**src/rtl/endian_swapper_pkg.sv**
```systemverilog
// Shared constants and the width-agnostic byte-group swap for endian_swapper_gen.
`default_nettype none

package endian_swapper_pkg;

  localparam logic [1:0] CSR_CTRL     = 2'd0;
  localparam logic [1:0] CSR_PKT_CNT  = 2'd1;
  localparam logic [1:0] CSR_BYTE_CNT = 2'd2;
  localparam logic [1:0] CSR_STATUS   = 2'd3;

  localparam int STAT_IN_PACKET = 0;
  localparam int STAT_PROTO_ERR = 1;
  localparam int STAT_BUSY      = 2;

  localparam int MAX_BYTES = 64;

  typedef logic [MAX_BYTES*8-1:0] bus_max_t;

  // Reverses bytes inside each 2**mode-byte group of the low nbytes bytes.
  // Callers keep mode <= log2(nbytes), so the source index stays in range.
  function automatic bus_max_t swap_bytes(input bus_max_t data,
                                          input int unsigned nbytes,
                                          input int unsigned mode);
    bus_max_t    res;
    int unsigned grp;
    int unsigned src;
    res = '0;
    grp = 32'd1 << mode;
    for (int unsigned i = 0; i < MAX_BYTES; i++) begin
      if (i < nbytes) begin
        src = (i & ~(grp - 1)) + (grp - 1) - (i & (grp - 1));
        res[8*i +: 8] = data[8*src +: 8];
      end
    end
    return res;
  endfunction

endpackage

`default_nettype wire

```
**src/rtl/endian_swapper_gen_skid.sv**
```systemverilog
// Generic two-register ready/valid buffer: output register plus one skid slot.
`default_nettype none

module stream_skid_buffer #(
  parameter int WIDTH = 8
) (
  input  logic             clk,
  input  logic             reset,
  input  logic [WIDTH-1:0] in_payload,
  input  logic             in_valid,
  output logic             in_ready,
  output logic [WIDTH-1:0] out_payload,
  output logic             out_valid,
  input  logic             out_ready,
  output logic             busy
);

  logic [WIDTH-1:0] out_q;
  logic [WIDTH-1:0] skid_q;
  logic             out_v;
  logic             skid_v;
  logic             rdy_q;
  logic             accept;
  logic             out_free;
  logic             skid_next;

  assign accept   = in_valid && rdy_q;
  assign out_free = !out_v || out_ready;
  // The skid slot only fills while the output register is stalled.
  assign skid_next = out_free ? 1'b0 : (skid_v || accept);

  always_ff @(posedge clk) begin
    if (reset) begin
      out_q  <= '0;
      skid_q <= '0;
      out_v  <= 1'b0;
      skid_v <= 1'b0;
      rdy_q  <= 1'b0;
    end else begin
      if (out_free) begin
        if (skid_v) begin
          out_q  <= skid_q;
          out_v  <= 1'b1;
          skid_v <= 1'b0;
        end else if (accept) begin
          out_q <= in_payload;
          out_v <= 1'b1;
        end else begin
          out_v <= 1'b0;
        end
      end else if (accept) begin
        skid_q <= in_payload;
        skid_v <= 1'b1;
      end
      rdy_q <= !skid_next;
    end
  end

  assign in_ready    = rdy_q;
  assign out_payload = out_q;
  assign out_valid   = out_v;
  assign busy        = out_v || skid_v;

endmodule

`default_nettype wire

```
**src/rtl/endian_swapper_gen.sv**
```systemverilog
// Avalon-ST endian swapper with CSR-selectable group size, skid-buffered output
// and an Avalon-MM status/counter slave.
`default_nettype none

module endian_swapper_gen
  import endian_swapper_pkg::*;
#(
  parameter int DATA_BYTES = 8,
  parameter int MODE_W     = 3
) (
  input  logic                          clk,
  input  logic                          reset,
  input  logic [DATA_BYTES*8-1:0]       stream_in_data,
  input  logic [$clog2(DATA_BYTES)-1:0] stream_in_empty,
  input  logic                          stream_in_valid,
  input  logic                          stream_in_startofpacket,
  input  logic                          stream_in_endofpacket,
  output logic                          stream_in_ready,
  output logic [DATA_BYTES*8-1:0]       stream_out_data,
  output logic [$clog2(DATA_BYTES)-1:0] stream_out_empty,
  output logic                          stream_out_valid,
  output logic                          stream_out_startofpacket,
  output logic                          stream_out_endofpacket,
  input  logic                          stream_out_ready,
  input  logic [1:0]                    csr_address,
  input  logic                          csr_read,
  input  logic                          csr_write,
  input  logic [31:0]                   csr_writedata,
  output logic [31:0]                   csr_readdata,
  output logic                          csr_readdatavalid,
  output logic                          csr_waitrequest
);

  localparam int DATA_W    = DATA_BYTES * 8;
  localparam int EMPTY_W   = $clog2(DATA_BYTES);
  localparam int PAYLOAD_W = DATA_W + EMPTY_W + 2;
  localparam int MAX_MODE  = $clog2(DATA_BYTES);

  logic [MODE_W-1:0]    mode;
  logic [31:0]          pkt_cnt;
  logic [31:0]          byte_cnt;
  logic                 in_packet;
  logic                 proto_err;
  logic                 busy;
  logic                 accept;
  logic                 sop_acc;
  logic                 eop_acc;
  logic                 err_event;
  logic                 ctrl_wr;
  logic                 pkt_clr;
  logic                 byte_clr;
  logic                 err_w1c;
  logic [31:0]          byte_inc;
  logic [31:0]          rd_mux;
  bus_max_t             swap_in;
  logic [DATA_W-1:0]    swapped;
  logic [PAYLOAD_W-1:0] in_payload;
  logic [PAYLOAD_W-1:0] out_payload;

  always_comb begin
    swap_in               = '0;
    swap_in[DATA_W-1:0]   = stream_in_data;
    swapped = DATA_W'(swap_bytes(swap_in, DATA_BYTES, 32'(mode)));
  end

  assign in_payload = {swapped, stream_in_empty,
                       stream_in_startofpacket, stream_in_endofpacket};

  stream_skid_buffer #(
    .WIDTH (PAYLOAD_W)
  ) u_skid (
    .clk         (clk),
    .reset       (reset),
    .in_payload  (in_payload),
    .in_valid    (stream_in_valid),
    .in_ready    (stream_in_ready),
    .out_payload (out_payload),
    .out_valid   (stream_out_valid),
    .out_ready   (stream_out_ready),
    .busy        (busy)
  );

  assign {stream_out_data, stream_out_empty,
          stream_out_startofpacket, stream_out_endofpacket} = out_payload;

  assign accept    = stream_in_valid && stream_in_ready;
  assign sop_acc   = accept && stream_in_startofpacket;
  assign eop_acc   = accept && stream_in_endofpacket;
  assign err_event = accept && (stream_in_startofpacket ? in_packet : !in_packet);
  assign byte_inc  = 32'(DATA_BYTES)
                   - (stream_in_endofpacket ? 32'(stream_in_empty) : 32'd0);

  // Mode writes stall until the stream is between packets and fully drained.
  assign csr_waitrequest = reset ||
                           (csr_write && (csr_address == CSR_CTRL) &&
                            (in_packet || busy || sop_acc));

  assign ctrl_wr  = csr_write && !csr_waitrequest && (csr_address == CSR_CTRL);
  assign pkt_clr  = csr_write && (csr_address == CSR_PKT_CNT);
  assign byte_clr = csr_write && (csr_address == CSR_BYTE_CNT);
  assign err_w1c  = csr_write && (csr_address == CSR_STATUS) && csr_writedata[STAT_PROTO_ERR];

  always_comb begin
    rd_mux = '0;
    case (csr_address)
      CSR_CTRL:     rd_mux[MODE_W-1:0] = mode;
      CSR_PKT_CNT:  rd_mux = pkt_cnt;
      CSR_BYTE_CNT: rd_mux = byte_cnt;
      default: begin
        rd_mux[STAT_IN_PACKET] = in_packet;
        rd_mux[STAT_PROTO_ERR] = proto_err;
        rd_mux[STAT_BUSY]      = busy;
      end
    endcase
  end

  always_ff @(posedge clk) begin
    if (reset) begin
      mode              <= '0;
      pkt_cnt           <= '0;
      byte_cnt          <= '0;
      in_packet         <= 1'b0;
      proto_err         <= 1'b0;
      csr_readdata      <= '0;
      csr_readdatavalid <= 1'b0;
    end else begin
      if (ctrl_wr) begin
        if (csr_writedata > 32'(MAX_MODE)) begin
          mode <= MODE_W'(MAX_MODE);
        end else begin
          mode <= csr_writedata[MODE_W-1:0];
        end
      end

      if (pkt_clr) begin
        pkt_cnt <= sop_acc ? 32'd1 : 32'd0;
      end else if (sop_acc) begin
        pkt_cnt <= pkt_cnt + 32'd1;
      end

      if (byte_clr) begin
        byte_cnt <= accept ? byte_inc : 32'd0;
      end else if (accept) begin
        byte_cnt <= byte_cnt + byte_inc;
      end

      if (accept) begin
        if (stream_in_endofpacket) begin
          in_packet <= 1'b0;
        end else if (stream_in_startofpacket) begin
          in_packet <= 1'b1;
        end
      end

      // A fresh error wins over a simultaneous clear.
      if (err_event) begin
        proto_err <= 1'b1;
      end else if (err_w1c) begin
        proto_err <= 1'b0;
      end

      csr_readdatavalid <= csr_read;
      if (csr_read) begin
        csr_readdata <= rd_mux;
      end
    end
  end

endmodule

`default_nettype wire

```
**config.mk**
```make
export PLATFORM = sky130hd
export DESIGN_NAME = endian_swapper_gen
export DESIGN_NICKNAME = d
export VERILOG_FILES = /design/src/rtl/endian_swapper_pkg.sv /design/src/rtl/endian_swapper_gen_skid.sv /design/src/rtl/endian_swapper_gen.sv
export SDC_FILE = /design/constraint.sdc
export NUM_CORES = 1
export LEC_CHECK = 0
export CORE_MARGIN = 2
export CORE_UTILIZATION = 34
export CTS_BUF_LIST = sky130_fd_sc_hd__clkbuf_8
export CTS_CLUSTER_DIAMETER = 120
export DETAILED_ROUTE_END_ITERATION = 8
export SYNTH_ARGS = -nofsm -noshare
export SYNTH_HDL_FRONTEND = slang
export SYNTH_SLANG_ARGS = --single-unit
```
**constraint.sdc**
```tcl
create_clock -name clk -period 8.7 [get_ports clk]
set_input_delay 0.87 -clock clk [delete_from_list [all_inputs] [get_ports clk]]
set_output_delay 0.87 -clock clk [all_outputs]
set_load 0.02 [all_outputs]
```
* Word level (Yosys, flattened, before mapping) *
Cells that the tools add are included.

storage, ports and cells
  register bits after elaboration = 243
  output and inout bits = 105

cells by class
  $lt $le $gt $ge = 1
  add/subtract/negate cells = 18
  reduce and logical (&&, ||, !) cells = 31
  shift-type cells = 9
  equal/unequal tests = 3
  bitwise gates (word level) = 2
  mux-type cells = 20

operators with widths
  operator               number
  $shiftx 512x33->8      8
  $mux 32                5
  $mux 69                2
  $add 3x29->29          4
  $sub 29x3->29          4
  $add 2x29->29          2
  $pmux 29 s2            1
  $sub 29x2->29          2
  $add 32x1->32 const B  1
  $add 32x32->32         1
  $gt 32x2->1 const B    1
  $add 1x29->29          1
  $shl 1x3->29 const A   1
  $sub 29x1->29          1
  $sub 29x1->29 const B  1
  $logic_and 1x1->1      11
  $reduce_bool 2->1      5
  $mux 1                 9
  $pmux 3 s3             1
  $logic_or 1x1->1       6
  $mux 3                 2
  $reduce_and 2->1       3
  $sub 4x3->5 const A    1
  $eq 2x2->1 const B     2
  other kinds (6)        9

* Depth between registers and ports, before layout *
Gate-level depths: netlist of the first run.

  word-level depth = 8
  depth in mapped cells = 26
  mapped depth without buffers = 15

* Cells and area by module *
A second synthesis of the first run with hierarchy kept.

unflattened totals
  cells, all modules = 1,658
  area, all modules = 14,483.9 sq um

modules (own cells, without submodules)
  module              times used  area each (sq um)  cells an instance  seq. area each (sq um)
  endian_swapper_gen  1           8,842.2            1,029              2,042.0
  stream_skid_buffer  1           5,641.7            629                2,822.7

* Worst setup path before layout of the first run *
No wires, ideal clock.

  kind = register to register
  from = reg mode[2]
  to = reg u_skid.out_q[61], in the netlist u_skid.out_payload[61]
  cell stages (with the launch flop) = 25
  path buffers = 13
  path slack = 3.947 ns
  arrival = 4.618 ns
  cell sequence = dfxtp_1 buf_2 buf_6 nor3_2 buf_6 inv_2 buf_6 buf_6 buf_6 ha_1 buf_4 buf_6 xnor2_2 buf_6 inv_2 buf_2 buf_1 ha_1 clkbuf_1 clkbuf_1 a221oi_2 o32ai_1 nor4_4 a221oi_1 nor3_1

on the way
  cells in the longest elaborated chain, start to end = 8

RTL lines
  element                 line                           source
  start, declared         endian_swapper_gen.sv:39       logic [MODE_W-1:0] mode;
  start signal, assigned  endian_swapper_gen.sv:129      mode <= MODE_W'(MAX_MODE);
  start signal, assigned  endian_swapper_gen.sv:131      mode <= csr_writedata[MODE_W-1:0];
  $shl 1x3->29 *          endian_swapper_pkg.sv:28       grp = 32'd1 << mode;
  $sub 29x1->29 *         endian_swapper_pkg.sv:31       src = (i & ~(grp - 1)) + (grp - 1) - (i & (grp - 1));
  $not 3->3               endian_swapper_pkg.sv:31
  $add 3x29->29           endian_swapper_pkg.sv:31
  $sub 29x3->29 *         endian_swapper_pkg.sv:31
  $shiftx 512x33->8 *     endian_swapper_pkg.sv:32       res[8*i +: 8] = data[8*src +: 8];
  $mux 69 *               endian_swapper_gen_skid.sv:45  end else if (accept) begin
  $mux 69 *               endian_swapper_gen_skid.sv:41  if (skid_v) begin
  end signal, assigned    endian_swapper_gen_skid.sv:42  out_q <= skid_q;
  end signal, assigned    endian_swapper_gen_skid.sv:46  out_q <= in_payload;
  end, declared           endian_swapper_gen_skid.sv:18  logic [WIDTH-1:0] out_q;

Mark *: on every way between the ends. The rest lies on a longest branch, timed or not. The select of a mux whose other input is x is not followed.
A chain may end at the register's enable or synchronous reset.

* Worst setup path after layout of the first run *
  from = reg mode[2]
  to = reg u_skid.out_q[63], in the netlist u_skid.out_payload[63]

The elaborated chain is that of the path after synthesis.

==> results.json, run 1 <==
{
  "p_sw_share_pct": 30.92,
  "initialDrtViolationCount": 1036,
  "cts_tree": "built",
  "async_flop_share_pct": 0,
  "critical_path_depth": 16,
  "netlist_instances": 1657,
  "p_seq_share_pct": 40.0,
  "crit_path_max_fanout": 48,
  "place_ws_ps": 2130,
  "vias": 13000,
  "antenna_cells": 0,
  "drt-pass1-iter-count": 5,
  "internal_power_mw": 2.017,
  "critPathRequiredTime_ps": 9210,
  "min_period_ps": 6668,
  "report.final.slew_viol_count": 0,
  "finClkSkew_ps": 36.34,
  "antenna_left": 0,
  "min_from": "u_skid.skid_q[48]",
  "ys_ff_latch": 243,
  "grt_pass1_vias": 12130,
  "initial_core_util_pct": 34.28,
  "clock_path_buffers": 3,
  "r2r_cells": 16,
  "syn_area_sq_um": 13900,
  "start_kind": "register",
  "combPwrFrac_pct": 21.7,
  "synth_seq_area_share_pct": 34.99,
  "grt_overflow": 0,
  "drc": 0,
  "p_sw_mw": 0.9026,
  "max-vdd-ir-drop_mv": 0.08542,
  "design.portCount": 214,
  "cts_made_buffers": 44,
  "gp_congestion": 0.9137,
  "io_buffers": 213,
  "setup_viol": 0,
  "final.setup.tns_ps": 0,
  "crit_path_max_incr_delay_ps": 880,
  "syn_nets": 1784,
  "clk_pin_slew_worst_paths_ps": 60,
  "outcome": "finished, final reports clean",
  "dieArea_sq_um": 42520,
  "cp.arrival_ps": 7180,
  "vias_per_cell": 5.509,
  "cts.htree.levels": 2,
  "rr_startpoint": "mode[2]",
  "ctsHoldBuffers": 0,
  "rsz0062_at_grt": "no",
  "synthToLayoutAreaGrowth_pct": 23.43,
  "worstSetupPathType": "reg -> reg",
  "die_w_um": 206.2,
  "final_cells": 2360,
  "clockRootBuffer": "clkbuf_8",
  "grt_max_degree": 83,
  "drive_above_1_share_pct": 7.330,
  "holdPathStages": 2,
  "hold_violations": 0,
  "setup_slack_ps": 2032,
  "power.density_nw_per_um2": 170.1,
  "cts_setup_buffers": 0,
  "hpwl_mm": 32.66,
  "die_h_um": 206.2,
  "post_cts_resized": 0,
  "routed_wl_mm": 46.00,
  "clock_sinks": 243,
  "cap_violations": 0,
  "r2r_end": "u_skid.out_payload[63]",
  "drt-wirelength-per-cell_um": 19.49,
  "cp_cell_sequence": "buf_4 > nor3_4 > buf_4 > inv_2 > ha_1 > xnor2_4 > buf_4 > inv_2 > buf_4 > ha_1 > inv_1 > o311ai_1 > o32ai_1 > nor4_4 > a221oi_1 > nor3_1",
  "slowest_stage": "ha_1",
  "rrSetupSlack_ps": 2030,
  "placed_cells": 2287,
  "synth-main-ff-cell": "dfxtp_1",
  "synth_edf_count": 0,
  "tightestPinTransition_ps": 1118,
  "ys_warn_count": 0,
  "path_delay_family": "buffers and inverters",
  "hold_path_end": "u_skid.skid_q[48]",
  "endpoint_kind": "register",
  "antenna_found_initial": 0,
  "row_count": 74,
  "relSlewSlack_pct": 25.50,
  "finalCritPeriodShare_pct": 76.65,
  "clk_latency_ps": 620,
  "nets": 1928,
  "coreArea_sq_um": 40550,
  "ys_types": 79,
  "leakage_nw": 6.467,
  "clkPwrFrac_pct": 38.3,
  "grt_pass1_wl_mm": 71.05,
  "max_freq_ghz": 0.1500,
  "cp_common_cell": "buf_4",
  "hp-class": "reg -> reg",
  "grt_util_all_layers_pct": 21.39,
  "cp_num_buf_inv": 7,
  "synth_area_per_cell_sq_um": 8.390
}
==> flip-flops by register name, indices dropped and copies added (netlist names) <==
name,cells
u_skid.out_payload,69
mode,3
u_skid.skid_q,69
csr_readdatavalid,1
u_skid.skid_v,1
byte_cnt,32
csr_readdata,32
proto_err,1
u_skid.in_ready,1
pkt_cnt,32
in_packet,1
u_skid.out_valid,1
==> how the worst max path moves through the flow <==
stage | startpoint | end | slack, ps
final | mode[2] | u_skid.out_payload[63] | 2030
after CTS | mode[2] | u_skid.out_payload[63] | 2100
after detailed placement | mode[2] | u_skid.out_payload[63] | 2130
after global routing | mode[2] | u_skid.out_payload[61] | 1450
after global placement | mode[2] | u_skid.out_payload[64] | 2290
after floorplan | mode[2] | u_skid.out_payload[61] | 3950
==> layout make-up <==
type	count	area, sq um
clock buffers	55	757.0
clock inverters	18	142.6
fillers	4074	23390
inverters	21	78.83
multi-input cells	1258	8369
flip-flops and latches	243	4866
well taps	532	665.6
repair buffers	233	2280
==> worst register-to-register path: cells and delay by family, from the launching register on <==
kind	cells	cell delay [ps]
buffers and inverters	7	2680
adder cells (fa/ha/maj)	2	1720
AND/OR/NAND/NOR	3	860
AO/OA/AOI/OAI	3	820
flip-flops	1	300
XOR/XNOR	1	170
==> power groups by stage <==
| stage | Clock, mW | Combinational [mW] | Sequential (mW) |
|---|---|---|---|
| after detailed placement | 0 | 0.627 | 1.19 |
| after CTS | 1.15 | 0.629 | 1.17 |
| after global routing | 1.20 | 0.678 | 1.17 |
| final | 1.12 | 0.633 | 1.17 |
| after global placement | 0 | 0.623 | 1.19 |
| after floorplan | 0 | 0.353 | 1.22 |
==> layout by cell type (no fill, tap or decap), types with 12 or more instances in the layout <==
cell             instances
nand4_1                 18
nor2_1                 175
a21oi_1                114
o31ai_1                 14
a211oi_1                13
and3_1                  29
buf_4                   21
inv_1                   26
a22o_1                  45
nor2b_1                 42
or3_1                   12
xnor2_1                 23
clkbuf_8                55
xor2_1                  43
clkdlybuf4s50_1        212
nand3_1                 39
nor3_1                  36
nand2_1                181
ha_1                    16
mux2i_1                150
dfxtp_1                242
a22oi_1                 17
mux4_2                  13
o22ai_1                 16
a221oi_1                20
o21ai_0                 65
==> routing by layer <==
layer | share of wire (%) | wire length (um) | track usage, % | vias to the layer above
li1 | - | - | - | 6283
met1 | 47 | 21620 | 30.39 | 6260
met2 | 46 | 21070 | 33.75 | 405
met3 | 5.6 | 2588 | 3.485 | 54
met4 | 1.6 | 721 | 5.128 | 0
met5 | 0 | 0 | 0 | -
==> through the flow <==
step / hold slack [ps] / total power [mW] / instance area, sq um / utilization [%]
6_report: 442.6 / 2.920 / 17160 / 42.31
5_1_grt: 464.4 / 3.052 / 17160 / 42.31
4_1_cts: 445.4 / 2.943 / 17160 / 42.31
3_5_place_dp: 434.3 / 1.818 / 16260 / 40.09
3_3_place_gp: 424.5 / 1.814 / 16260 / 40.09
2_1_floorplan: 416.1 / 1.570 / 13900 / -
==> synth_stat cells (9+ instances only) <==
| master | instances | area [sq um] |
|---|---|---|
| a211oi_1 | 13 | 97.59 |
| a21oi_1 | 114 | 570.6 |
| a221oi_1 | 20 | 175.2 |
| a22o_1 | 45 | 394.1 |
| a22oi_1 | 17 | 127.6 |
| a311oi_1 | 11 | 96.34 |
| and3_1 | 29 | 181.4 |
| and4_1 | 9 | 78.83 |
| buf_1 | 13 | 48.80 |
| buf_2 | 24 | 120.1 |
| buf_6 | 11 | 123.9 |
| clkbuf_1 | 82 | 307.8 |
| dfxtp_1 | 243 | 4865 |
| ha_1 | 17 | 212.7 |
| inv_1 | 17 | 63.81 |
| mux2i_1 | 150 | 1501 |
| mux4_2 | 13 | 292.8 |
| nand2_1 | 181 | 679.4 |
| nand2b_1 | 11 | 68.82 |
| nand3_1 | 39 | 195.2 |
| nand4_1 | 18 | 112.6 |
| nor2_1 | 177 | 664.4 |
| nor2b_1 | 42 | 262.8 |
| nor3_1 | 36 | 180.2 |
| o21a_1 | 10 | 75.07 |
| o21ai_0 | 65 | 325.3 |
| o22ai_1 | 16 | 100.1 |
| o2bb2ai_1 | 10 | 87.58 |
| o31a_1 | 11 | 96.34 |
| o31ai_1 | 14 | 105.1 |
| o32ai_1 | 11 | 96.34 |
| or3_1 | 12 | 75.07 |
| xnor2_1 | 23 | 201.4 |
| xor2_1 | 43 | 376.6 |
==> cells by family (layout without fill, tap and decap cells) <==
family	after synthesis	count (layout)	share of synthesized area, %
AO/OA/AOI/OAI	399	399	19.31
flip-flops	243	243	34.99
XOR/XNOR	68	68	4.392
multiplexers	164	164	12.99
AND/OR/NAND/NOR	608	608	21.40
adder cells (fa/ha/maj)	19	19	1.755
buffers and inverters	156	327	5.157
Note: power is estimated with default switching activity, not from simulation.
==> run 2: changes to the inputs <==
==> constraint.sdc (replaced) <==
create_clock -name clk -period 6.2 [get_ports clk]
set_input_delay 0.62 -clock clk [delete_from_list [all_inputs] [get_ports clk]]
set_output_delay 0.62 -clock clk [all_outputs]
set_load 0.02 [all_outputs]
==> run 2 against run 1 <==
Cell area barely moved; clock-buffer cell count decreased by 4; hold slack better by 1.0 ps; critical path depth is 1 lower; combinational power is 40% higher; die area is the same; register-to-register slack lost 810 ps.
==> results.json, run 2 (synthesis gave the netlist of run 1 again) <==
{
  "outcome": "finished, final reports clean",
  "globalRouteMet1Util_pct": 29.25,
  "max-vdd-ir-drop_mv": 0.1290,
  "holdPathStages": 2,
  "relSlewSlack_pct": 25.51,
  "cp_num_buf_inv": 4,
  "final_cell_mix": "dfxtp_1 (242), clkdlybuf4s50_1 (212), nand2_1 (181)",
  "dieArea_sq_um": 42520,
  "design.portCount": 214,
  "drc": 0,
  "row_count": 74,
  "crit_path_max_fanout": 32,
  "cap_violations": 0,
  "clock_sinks": 243,
  "leakage_nw": 6.472,
  "cts.htree.levels": 2,
  "antenna_found_initial": 1,
  "power.density_nw_per_um2": 237.3,
  "path_delay_family": "compound AO/OA/AOI/OAI gates",
  "die_w_um": 206.2,
  "initialDrtViolationCount": 1020,
  "drt-pass1-iter-count": 6,
  "multi_input_area_sq_um": 8369,
  "report.final.slew_viol_count": 0,
  "cp_cell_sequence": "buf_4 > inv_2 > nor3_1 > inv_1 > ha_1 > inv_1 > o22a_1 > ha_1 > mux2i_1 > o2bb2ai_1 > a221oi_2 > o32ai_1 > nor4_4 > a221oi_1 > nor3_1",
  "coreArea_sq_um": 40550,
  "grt_max_degree": 63,
  "finalCritPeriodShare_pct": 80.28,
  "max_freq_ghz": 0.2009,
  "grt_util_all_layers_pct": 20.97,
  "grtUsageMet2_pct": 31.87,
  "post_cts_resized": 0,
  "drive_above_1_share_pct": 7.420,
  "start_kind": "register",
  "tightestPinTransition_ps": 1117,
  "gp_congestion": 0.9440,
  "hpwl_mm": 32.73,
  "clock_path_buffers": 3,
  "clk_latency_ps": 590,
  "fillCellCount": 4071,
  "met3_usage_pct": 4.005,
  "antenna_left": 0,
  "setup_viol": 0,
  "r2r_cells": 15,
  "rsz0062_at_grt": "no",
  "finClkSkew_ps": 20.19,
  "dpl_cell_area_sq_um": 16280,
  "placed_cells": 2290,
  "hold_violations": 0,
  "vias": 13100,
  "critical_path_depth": 15,
  "grt_pass1_vias": 12240,
  "worstSetupPathType": "reg -> reg",
  "ctsHoldBuffers": 0,
  "final_common_cell": "dfxtp_1",
  "clockRootBuffer": "clkbuf_8",
  "clk_pin_slew_worst_paths_ps": 70,
  "synthToLayoutAreaGrowth_pct": 23.48,
  "cts_made_buffers": 44,
  "grt_overflow": 0,
  "nets": 1931,
  "final.setup.tns_ps": 0,
  "routed_wl_mm": 45.80,
  "fin_area_sq_um": 17170,
  "final_cells": 2365,
  "endpoint_kind": "register",
  "vias_per_cell": 5.540,
  "crit_path_max_incr_delay_ps": 670,
  "antenna_cells": 0,
  "min_period_ps": 4977,
  "drt-wirelength-per-cell_um": 19.36,
  "cts_setup_buffers": 0,
  "grt_pass1_wl_mm": 70.04,
  "grt-busiest-layer": "met2",
  "hold_ws_ps": 443.6,
  "cp.arrival_ps": 5430,
  "die_h_um": 206.2,
  "slowest_stage": "o32ai_1",
  "io_buffers": 213,
  "cts_tree": "built",
  "initial_core_util_pct": 34.28,
  "regArea_sq_um": 4866,
  "critPathRequiredTime_ps": 6650,
  "hp-class": "reg -> reg"
}
## run 2: changes by cell type in the layout (fill, tap and decap cells not counted), moves of 3 or more
cell        before  now
clkinvlp_4       0    3
buf_4           21   24
inv_1           26   29
clkbuf_8        55   51
## run 2: final timing paths
kind	to	slack (ps)	startpoint
worst min-delay path	u_skid.skid_q[47]	440	u_skid.skid_q[47]
worst max-delay path	u_skid.out_payload[65]	1220	mode[0]
worst min register to register	u_skid.skid_q[47]	440	u_skid.skid_q[47]
worst max register to register	u_skid.out_payload[65]	1220	mode[0]
## run 2: stage by stage
| step | total power [mW] | utilization, % | setup slack [ps] |
|---|---|---|---|
| 6_report | 4.073 | 42.33 | 1223 |
| 5_1_grt | 4.243 | 42.33 | 798.9 |
| 4_1_cts | 4.097 | 42.33 | 1295 |
| 3_5_place_dp | 2.551 | 40.15 | 1301 |
| 3_3_place_gp | 2.543 | 40.15 | 1444 |
| 2_1_floorplan | 2.203 | - | 1447 |
## run 2: where the power goes
| group | leakage [nW] | total [mW] | internal (mW) | switching [mW] |
|---|---|---|---|---|
| clock network | 0.494 | 1.55 | 0.841 | 0.708 |
| registers | 1.97 | 1.64 | 1.61 | 0.0316 |
| logic | 4.01 | 0.886 | 0.344 | 0.542 |
| total | 6.47 | 4.07 | 2.79 | 1.28 |
## run 2: area by class of cell
| class | count | area share, % |
|---|---|---|
| Clock buffer | 51 | 4.089 |
| Clock inverter | 24 | 1.064 |
| Inverter | 21 | 0.4592 |
| Multi-Input combinational cell | 1258 | 48.75 |
| Sequential cell | 243 | 28.35 |
| Tap cell | 532 | 3.878 |
| Timing Repair Buffer | 236 | 13.41 |
## run 2: tightest hold or removal path: stages (launching register included)
cell     delay (ps)
dfxtp_1         310
nand2_1          50
o31ai_1          50
## run 2: routing by layer
metal / vias to the layer above / wire [um]
li1: 6288 / -
met1: 6231 / 20950
met2: 493 / 20130
met3: 89 / 3161
met4: 2 / 1546
met5: - / 13
